`src/rtl/lcd_cmd_arbiter.sv`:
```
`timescale 1ns/1ps
// lcd_cmd_arbiter: round-robin sharing of one LCD write engine between two
// requesters, with post-command settle delay and a done-watchdog.
module lcd_cmd_arbiter #(
    parameter int DLY_CYCLES      = 2500,
    parameter int LONG_DLY_CYCLES = 100000,
    parameter int TIMEOUT_CYCLES  = 65535
) (
    input  logic       iCLK,
    input  logic       iRST_N,
    input  logic [1:0] iREQ,
    input  logic [8:0] iCMD0,
    input  logic [8:0] iCMD1,
    output logic [1:0] oACK,
    output logic       oBUSY,
    output logic       oERR,
    output logic [7:0] oLCD_DATA,
    output logic       oLCD_RS,
    output logic       oLCD_Start,
    input  logic       iLCD_Done
);

    typedef enum logic [1:0] {
        IDLE,
        WAIT_DONE,
        DELAY,
        ACK
    } state_t;

    localparam logic [17:0] DLY_M1  = 18'(DLY_CYCLES - 1);
    localparam logic [17:0] LONG_M1 = 18'(LONG_DLY_CYCLES - 1);
    localparam logic [17:0] TO_M1   = 18'(TIMEOUT_CYCLES - 1);

    state_t      state_q, state_d;
    logic [17:0] cnt_q, cnt_d;
    logic        last_q, last_d;
    logic        gnt_q, gnt_d;
    logic [7:0]  data_q, data_d;
    logic        rs_q, rs_d;
    logic        start_q, start_d;
    logic        err_q, err_d;
    logic        busy_q, busy_d;
    logic [1:0]  ack_q, ack_d;

    logic        sel;
    logic [8:0]  cmd_sel;
    logic        long_cmd;

    // Next-state logic: grant, wait for done or timeout, settle, acknowledge.
    always_comb begin
        sel      = (iREQ == 2'b11) ? ~last_q : ~iREQ[0];
        cmd_sel  = sel ? iCMD1 : iCMD0;
        long_cmd = !rs_q && (data_q[7:2] == 6'd0) && (data_q[1:0] != 2'd0);

        state_d = state_q;
        cnt_d   = cnt_q;
        last_d  = last_q;
        gnt_d   = gnt_q;
        data_d  = data_q;
        rs_d    = rs_q;
        start_d = start_q;
        err_d   = 1'b0;
        ack_d   = 2'b00;

        unique case (state_q)
            IDLE: begin
                if (|iREQ) begin
                    gnt_d   = sel;
                    rs_d    = cmd_sel[8];
                    data_d  = cmd_sel[7:0];
                    start_d = 1'b1;
                    cnt_d   = TO_M1;
                    state_d = WAIT_DONE;
                end
            end
            WAIT_DONE: begin
                if (iLCD_Done) begin
                    start_d = 1'b0;
                    cnt_d   = long_cmd ? LONG_M1 : DLY_M1;
                    state_d = DELAY;
                end else if (cnt_q == 18'd0) begin
                    start_d = 1'b0;
                    err_d   = 1'b1;
                    cnt_d   = LONG_M1;
                    state_d = DELAY;
                end else begin
                    cnt_d = cnt_q - 18'd1;
                end
            end
            DELAY: begin
                if (cnt_q == 18'd0) begin
                    ack_d   = gnt_q ? 2'b10 : 2'b01;
                    state_d = ACK;
                end else begin
                    cnt_d = cnt_q - 18'd1;
                end
            end
            ACK: begin
                last_d  = gnt_q;
                state_d = IDLE;
            end
            default: state_d = IDLE;
        endcase

        busy_d = (state_d != IDLE);
    end

    // State and registered outputs; reset aborts any in-flight command.
    always_ff @(posedge iCLK or negedge iRST_N) begin
        if (!iRST_N) begin
            state_q <= IDLE;
            cnt_q   <= 18'd0;
            last_q  <= 1'b1;
            gnt_q   <= 1'b0;
            data_q  <= 8'd0;
            rs_q    <= 1'b0;
            start_q <= 1'b0;
            err_q   <= 1'b0;
            busy_q  <= 1'b0;
            ack_q   <= 2'b00;
        end else begin
            state_q <= state_d;
            cnt_q   <= cnt_d;
            last_q  <= last_d;
            gnt_q   <= gnt_d;
            data_q  <= data_d;
            rs_q    <= rs_d;
            start_q <= start_d;
            err_q   <= err_d;
            busy_q  <= busy_d;
            ack_q   <= ack_d;
        end
    end

    assign oACK       = ack_q;
    assign oBUSY      = busy_q;
    assign oERR       = err_q;
    assign oLCD_DATA  = data_q;
    assign oLCD_RS    = rs_q;
    assign oLCD_Start = start_q;

endmodule

```
`config.mk`:
```
export PLATFORM = sky130hd
export DESIGN_NAME = lcd_cmd_arbiter
export DESIGN_NICKNAME = d
export VERILOG_FILES = /design/src/rtl/lcd_cmd_arbiter.sv
export SDC_FILE = /design/constraint.sdc
export NUM_CORES = 1
export LEC_CHECK = 0
export CAP_MARGIN = 15
export CORE_MARGIN = 1
export CORE_UTILIZATION = 30
export CTS_CLUSTER_SIZE = 10
export DETAILED_ROUTE_END_ITERATION = 8
export PLACE_DENSITY = 0.55
export SLEW_MARGIN = 20
export SYNTH_ARGS = -nofsm -noshare
export SYNTH_HDL_FRONTEND = slang
export SYNTH_SLANG_ARGS = --single-unit
```
`constraint.sdc`:
```
create_clock -name iCLK -period 2.82 [get_ports iCLK]
set_input_delay 0.564 -clock iCLK [delete_from_list [all_inputs] [get_ports iCLK]]
set_output_delay 0.564 -clock iCLK [all_outputs]
set_load 0.02 [all_outputs]
```
==> summary.md, run 1 <==
| Metric | Value |
|---|---|
| Outcome | complete, no violations |
| Setup Fix Bufs, Post-CTS | 0 |
| Endpoints failing setup | 0 |
| FF-to-FF Start | cnt_q[9] |
| PostCTS Resize Cnt | 0 |
| Max FO, Critical Path | 9 |
| DR WL/cell | ~15 um |
| Max H-tree Level | 2 |
| # Max-Cap Violations | 0 |
| Fillers | about 670 |
| Nature of the critical path endpoint | flop |
| Post-synthesis sequential area ratio | 43.3% |
| Worst-Margin Slew | around 830 ps |
| Commonest non-fill, non-tap cells in the layout | dfrtp_1 (35), clkdlybuf4s50_1 (35), o21ai_0 (32), nand2_1 (29), nor2_1 (20) |
| DR pass1 iterations | 4 |
| Fin crit period | ~2200 ps |
| 1st-iter DRT viols | 129 |
| Largest net degree at the start of global routing | 37 |
| Layout Nets | roughly 300 |
| Synth unique cells | 50 |
| Worst EP arrival | approximately 2400 ps |
| Die area | just over 7000 um^2 |
| Slew HR | approximately 45% |
| Initial antenna violation count | 0 |
| Layout cells sized above 1 | under 10% |
| Slew Viols, Final | 0 |
| Syn Area/Cell | 9.09 um^2 |
| Clock tree buffer depth | 2 |
| Mapped Area | roughly 2100 um^2 |
| Total gr overflow | 0 |
| Clock sinks | 36 |
| Setup TNS | 0 ps |
| Leakage dissipation | roughly 1.1 nW |
| Row cnt | 29 |
| Post-synthesis register bit count | 36 |
| Power per Cell Area | around 1100 nW/um^2 |
| Root Buffer | clkbuf_8 |
| Final wirelength | ~5.4 mm |
| Number of hold violations in the final report | 0 |
| CP required | roughly 3000 ps |
| Crit path launch type | flop |
| Clock Pin Slew Worst Setup and Hold Paths | roughly 70 ps |
| Clk Latency, worst-skew pair | 300 ps |
| Total power draw | 3.01 mW |
| Number of port buffers | 36 |
| Post-DP HPWL | roughly 4 mm |
| Hold WC Path Type | primary input to asynchronous set/reset pin |
| IO Pins | 37 |
| Die W | 85.3 um |
| Post-DRT Antenna Nets | 0 |
| Syn. warnings | 0 |
| Starting density of the core | 31.9% |
| Via count | approximately 1800 |
| CTS tree | built |
| Area of the core | ~6500 um^2 |
| Final GP Congestion | around 0.85 |
| Mapped Cells | between 200 and 250 |
| Antenna Cells | 0 |
| Vias in the first global route | approximately 1700 |
| # DRC | 0 |
| Die Ht | roughly 85 um |
| CTS buffer count | 5 |
| Max IR drop VDD | between 0.0004 and 0.0005 V |
| Synthesized Nets | between 200 and 300 |
| RSZ-0062 raised after global routing | no |
| Area grow syn2layout | 26.7% |
| Crit path from | cnt_q[9] |
| First-pass GRT wire length | around 9.1 mm |
| Fin Clk Skew | about 1.6 ps |
| Drt via density | around 5.2 |
| Hold-fix buffers, CTS | 0 |
| GRT Overall Usage | around 16% |
| Achievable frequency | between 400 and 500 MHz |
| Fin crit share | between 70% and 80% |
| Kind of critical path | flop to flop |
==> worst max-delay path, stage by stage, from the launching register on <==
cell	delay (ps)
dfrtp_1	460
nor4_4	350
nand4_2	180
or2_1	380
a21oi_4	290
nor2_1	110
a221o_1	360
==> final timing paths <==
check	endpoint	slack (ps)	depth (start not counted)
max reg2reg	cnt_q[11]	570	6
min in group iCLK	cnt_q[3]	510	2
max in group asynchronous	cnt_q[5]	1940	1
min reg2reg	cnt_q[3]	510	2
min	gnt_q	360	1
max	cnt_q[11]	570	6
==> registers in the layout (all words and copies together) (netlist names), 2 cells and up <==
register	cells
oLCD_DATA	8
cnt_q	18
oACK	2
state_q	2
==> per-stage QoR <==
step	instance area, um^2	instances	utilization [%]	worst slack [ps]	hold WS, ps
2_1_floorplan	2080	229	-	846	268
3_3_place_gp	2540	340	38.9	453	492
3_5_place_dp	2540	340	38.9	383	490
4_1_cts	2640	348	40.4	579	396
5_1_grt	2640	348	40.4	411	426
6_report	2640	348	40.4	573	361
==> kinds of logic (layout without fill, tap and decap cells) <==
kind of cell    Yosys count  in the layout  share of synthesized area, %
mux                      10             10                          4.87
xor+xnor                  1              1                         0.421
compound gates           72             72                          22.4
simple gates             87             87                          21.1
buf+inv                  15             57                          3.06
flops                    36             36                          43.3
fa+ha+maj                 8              8                          4.81
==> final cells by class <==
class / count / area (um^2) / area share, %
clock buffer: 8 / 100 / 3.80
timing repair buffer: 41 / 393 / 14.9
multi-input combinational: 178 / 1120 / 42.3
sequential: 36 / 902 / 34.2
tap: 77 / 96.3 / 3.65
inverter: 8 / 30.0 / 1.14
==> routing by layer <==
layer  wire length [um]  track usage [%]  up-vias
met5                  0                0        -
met3                186             4.18        4
met4                 58             4.24        0
met2               2480             25.2       29
met1               2640             22.5      866
li1                   -                -      918
==> cell usage after synthesis, drive strengths merged <==
library cell	count	share of area, %
or4	2	0.72
dfrtp	35	42
a21oi	5	1.7
and3	1	0.30
nor2	20	3.6
o21ai	39	9.6
a22o	4	1.7
dfstp	1	1.3
a21boi	1	0.36
nor2b	3	0.90
nor4	5	2.2
o41ai	2	0.84
xnor2	1	0.42
o22ai	2	0.60
inv	8	1.4
a211o	1	0.42
o22a	1	0.42
nor3b	2	0.72
mux2	1	0.54
nand4b	1	0.42
or2	3	0.90
mux2i	9	4.3
o31a	1	0.42
nand3	4	0.96
buf	2	0.72
and2	2	0.60
nor3	9	2.4
a31oi	3	0.90
o211a	1	0.48
nand2	29	5.2
o211ai	2	0.72
a2bb2oi	2	0.84
o311ai	4	1.7
nand4	3	1.2
nand2b	2	0.60
ha	8	4.8
a221o	2	0.96
or3	1	0.30
a311oi	1	0.42
o21a	1	0.36
clkbuf	5	0.90
==> power by group <==
| group | switching, mW | internal, mW | total, mW |
|---|---|---|---|
| Clock | 0.193 | 0.223 | 0.417 |
| Combinational | 0.911 | 0.694 | 1.61 |
| Sequential | 0.227 | 0.758 | 0.986 |
| Total | 1.33 | 1.68 | 3.01 |
(Power assumes the default switching activity.)
==> run 2, diff against run 1 <==
- clock period: 2.82 -> 2.15 ns (I/O delays scaled with it)
==> run 2 against run 1 <==
  * Design area increased by 9.3%
  * Cell count grew 7.8%
  * Critical path depth did not move
  * Clock skew increased by 2.4 ps
  * Clock power grew 45%
  * Wire length is 4.2% higher
  * Hold slack improved by 150 ps
  * Utilization increased by 3.8 points
  * Register-to-register slack lost 520 ps
  * Combinational power rose by 53%
  * Critical path type unchanged
==> summary.md, run 2 (synthesized netlist as in run 1, its figures left out) <==
| Metric | Value |
|---|---|
| Outcome | complete, no violations |
| Clock Pin Slew Worst Setup and Hold Paths | 80 ps (about the same) |
| Achievable frequency | 476 MHz (+7.0%) |
| Layout cells sized above 1 | 17.1% (+9.4 points) |
| Post-DRT Antenna Nets | 0 (unchanged) |
| Fin crit period | 2100 ps (-148 ps) |
| Number of hold violations in the final report | 0 (unchanged) |
| Worst R2R Setup Slack | 50 ps (-520 ps) |
| Row cnt | 29 (unchanged) |
| Layout Nets | 328 (+9.0%) |
| Endpoints failing setup | 0 (unchanged) |
| Worst EP arrival | 2280 ps (-150 ps) |
| Clk Latency, worst-skew pair | 290 ps (about the same) |
| Slack of the critical path | 50.9 ps (-522 ps) |
| Logic pwr share | 56.9% (+3.5 points) |
| Register bank with the most flops | cnt_q |
| DR pass1 iterations | 5 (+1) |
| Hold Path End | oLCD_DATA[2] |
| Via count | 1958 (+7.8%) |
| Nature of the critical path endpoint | flop |
| Sw Pwr | 1.85 mW (+39%) |
| IO Pins | 37 (unchanged) |
| Crit path launch type | flop |
| Hold WC Path Type | flop to flop |
| Antenna Cells | 0 (unchanged) |
| GRT Overall Usage | 16.3% (+0.058 points) |
| CTS buffer count | 5 (unchanged) |
| Max H-tree Level | 2 (unchanged) |
| Slew Viols, Final | 0 (unchanged) |
| Max reg flops | 18 (unchanged) |
| Clock tree buffer depth | 2 (unchanged) |
| Worst Reg2Reg Path Length in Cells | 6 (unchanged) |
| WL met2 | 2.56 mm (+3.1%) |
| # DRC | 0 (unchanged) |
| DR WL/cell | 14.9 um (-3.3%) |
| Post-DP HPWL | 4.25 mm (+6.1%) |
| Hold_sp | oLCD_DATA[2] |
| Final GP Congestion | 0.873 (+2.9%) |
| Worst slack, placed | -22.5 ps (-405 ps) |
| Area of the core | 6530 um^2 (unchanged) |
| Fin crit share | 97.6% (+18 points) |
| RSZ-0062 raised after global routing | yes |
| Clock sinks | 36 (unchanged) |
| Die W | 85.3 um (unchanged) |
| CTS tree | built |
| Initial antenna violation count | 0 (unchanged) |
| Final Instance Area | 2880 um^2 (+9.3%) |
| Highest routed layer | met4 |
| Routed length on met3 | 239 um (+28%) |
| Number of port buffers | 36 (unchanged) |
| Kind of critical path | flop to flop |
| Max IR drop VDD | 0.000645 V (+45%) |
| Switching part of the total | 42.7% (-1.6 points) |
| Total gr overflow | 0 (unchanged) |
| Total power draw | 4.34 mW (+44%) |
| 1st-iter DRT viols | 166 (+29%) |
| Worst-Margin Slew | 440 ps (-387 ps) |
| Fillers | 684 (+2.7%) |
| Drt via density | 5.22 (about the same) |
| Vias in the first global route | 1854 (+6.4%) |
| Fin Clk Skew | 3.94 ps (+2.35 ps) |
| Worst path slowest cell | dfrtp_1 |
| Commonest non-fill, non-tap cells in the layout | dfrtp_1 (35), clkdlybuf4s50_1 (35), o21ai_0 (31), nand2_1 (29), buf_4 (28) |
| First-pass GRT wire length | 9.23 mm (+1.8%) |
| Hold path depth | 2 |
| Power per Cell Area | 1500 nW/um^2 (+32%) |
| Placement Cell Area | 2710 um^2 (+6.8%) |
| Area grow syn2layout | 38.5% |
| Die Ht | 85.3 um (unchanged) |
| CP max stage delay | 410 ps (-50 ps) |
| CP required | 2330 ps (-670 ps) |
| Reg power frac | 29.2% (-3.6 points) |
| Final wirelength | 5.60 mm (+4.2%) |
| Cell Chain, Critical Path | nor4_4 > nand4_2 > or2_4 > a21oi_4 > nor2_1 > a221o_1 |
| Max FO, Critical Path | 7 (-2) |
| Worst r2r dst | cnt_q[11] |
| Pint | 2.49 mW (+48%) |
| Starting density of the core | 31.9% (unchanged) |
| Die area | 7280 um^2 (unchanged) |
| Slew HR | 70.5% (+26 points) |
| # Max-Cap Violations | 0 (unchanged) |
| Root Buffer | clkbuf_8 |
| Clk pwr share | 13.9% (about the same) |
| FF-to-FF Start | cnt_q[9] |
| Met1 WL | 2.72 mm (+2.8%) |
| Leakage dissipation | 1.23 nW (+13%) |
| Largest net degree at the start of global routing | 17 (-54%) |
[run 2: cell types whose count changed in the layout (fill, tap and decap cells not counted), sizes merged]
cell / before / now
buf: 6 / 32
bufinv: 0 / 1
clkbuf: 8 / 5
clkinv: 0 / 1
clkinvlp: 0 / 1
dlygate4sd3: 0 / 1
[run 2: what timing repair did]
action                                  CTS  global route
gates resized for setup                   0             7
buffers inserted                          0             3
hold buffers                              1             0
endpoints found under the setup margin    0            11
hold endpoints to repair                  8             0
[run 2: worst max-delay path, delay by kind of cell, from the launching register on]
| family | cells | cell delay [ps] |
|---|---|---|
| AND/OR/NAND/NOR | 4 | 930 |
| AO/OA/AOI/OAI | 2 | 640 |
| flip-flops | 1 | 410 |
[run 2: worst max path at each step]
stage / startpoint / end
after floorplan: state_q[1] / cnt_q[14]
after global placement: iREQ[1] / cnt_q[17]
after detailed placement: iREQ[1] / cnt_q[17]
after CTS: cnt_q[9] / cnt_q[11]
after global routing: cnt_q[9] / oBUSY
final: cnt_q[9] / cnt_q[11]
[run 2: stage by stage]
step | std cells | setup TNS (ps) | hold WS [ps] | util (%)
3_3_place_gp | 363 | 0 | 310 | 41.5
2_1_floorplan | 229 | 0 | 134 | -
6_report | 375 | 0 | 515 | 44.1
3_5_place_dp | 363 | -44.3 | 312 | 41.5
5_1_grt | 375 | -341 | 551 | 44.1
4_1_cts | 372 | 0 | 517 | 43.4
[run 2: cell type report]
type	count	area (um^2)	share of cell area (%)
Sequential cell	36	902	31.3
Clock buffer	5	68.8	2.39
Tap cell	77	96.3	3.34
Inverter	8	30.0	1.04
Multi-Input combinational cell	178	1130	39.3
Timing Repair Buffer	68	609	21.1
Clock inverter	3	42.5	1.48
[run 2: power groups by stage]
| stage | combinational (mW) | clock [mW] | sequential, mW |
|---|---|---|---|
| after floorplan | 1.32 | 0 | 1.36 |
| after global placement | 2.36 | 0 | 1.27 |
| after detailed placement | 2.38 | 0 | 1.27 |
| after CTS | 2.38 | 0.619 | 1.27 |
| after global routing | 2.71 | 0.646 | 1.31 |
| final | 2.47 | 0.603 | 1.27 |
[run 2: metal layers]
metal / GRT usage (%) / vias to the layer above
met2: 25.3 / 42
met1: 22.6 / 931
met4: 6.52 / 0
met5: 0 / -
li1: - / 978
met3: 2.72 / 7
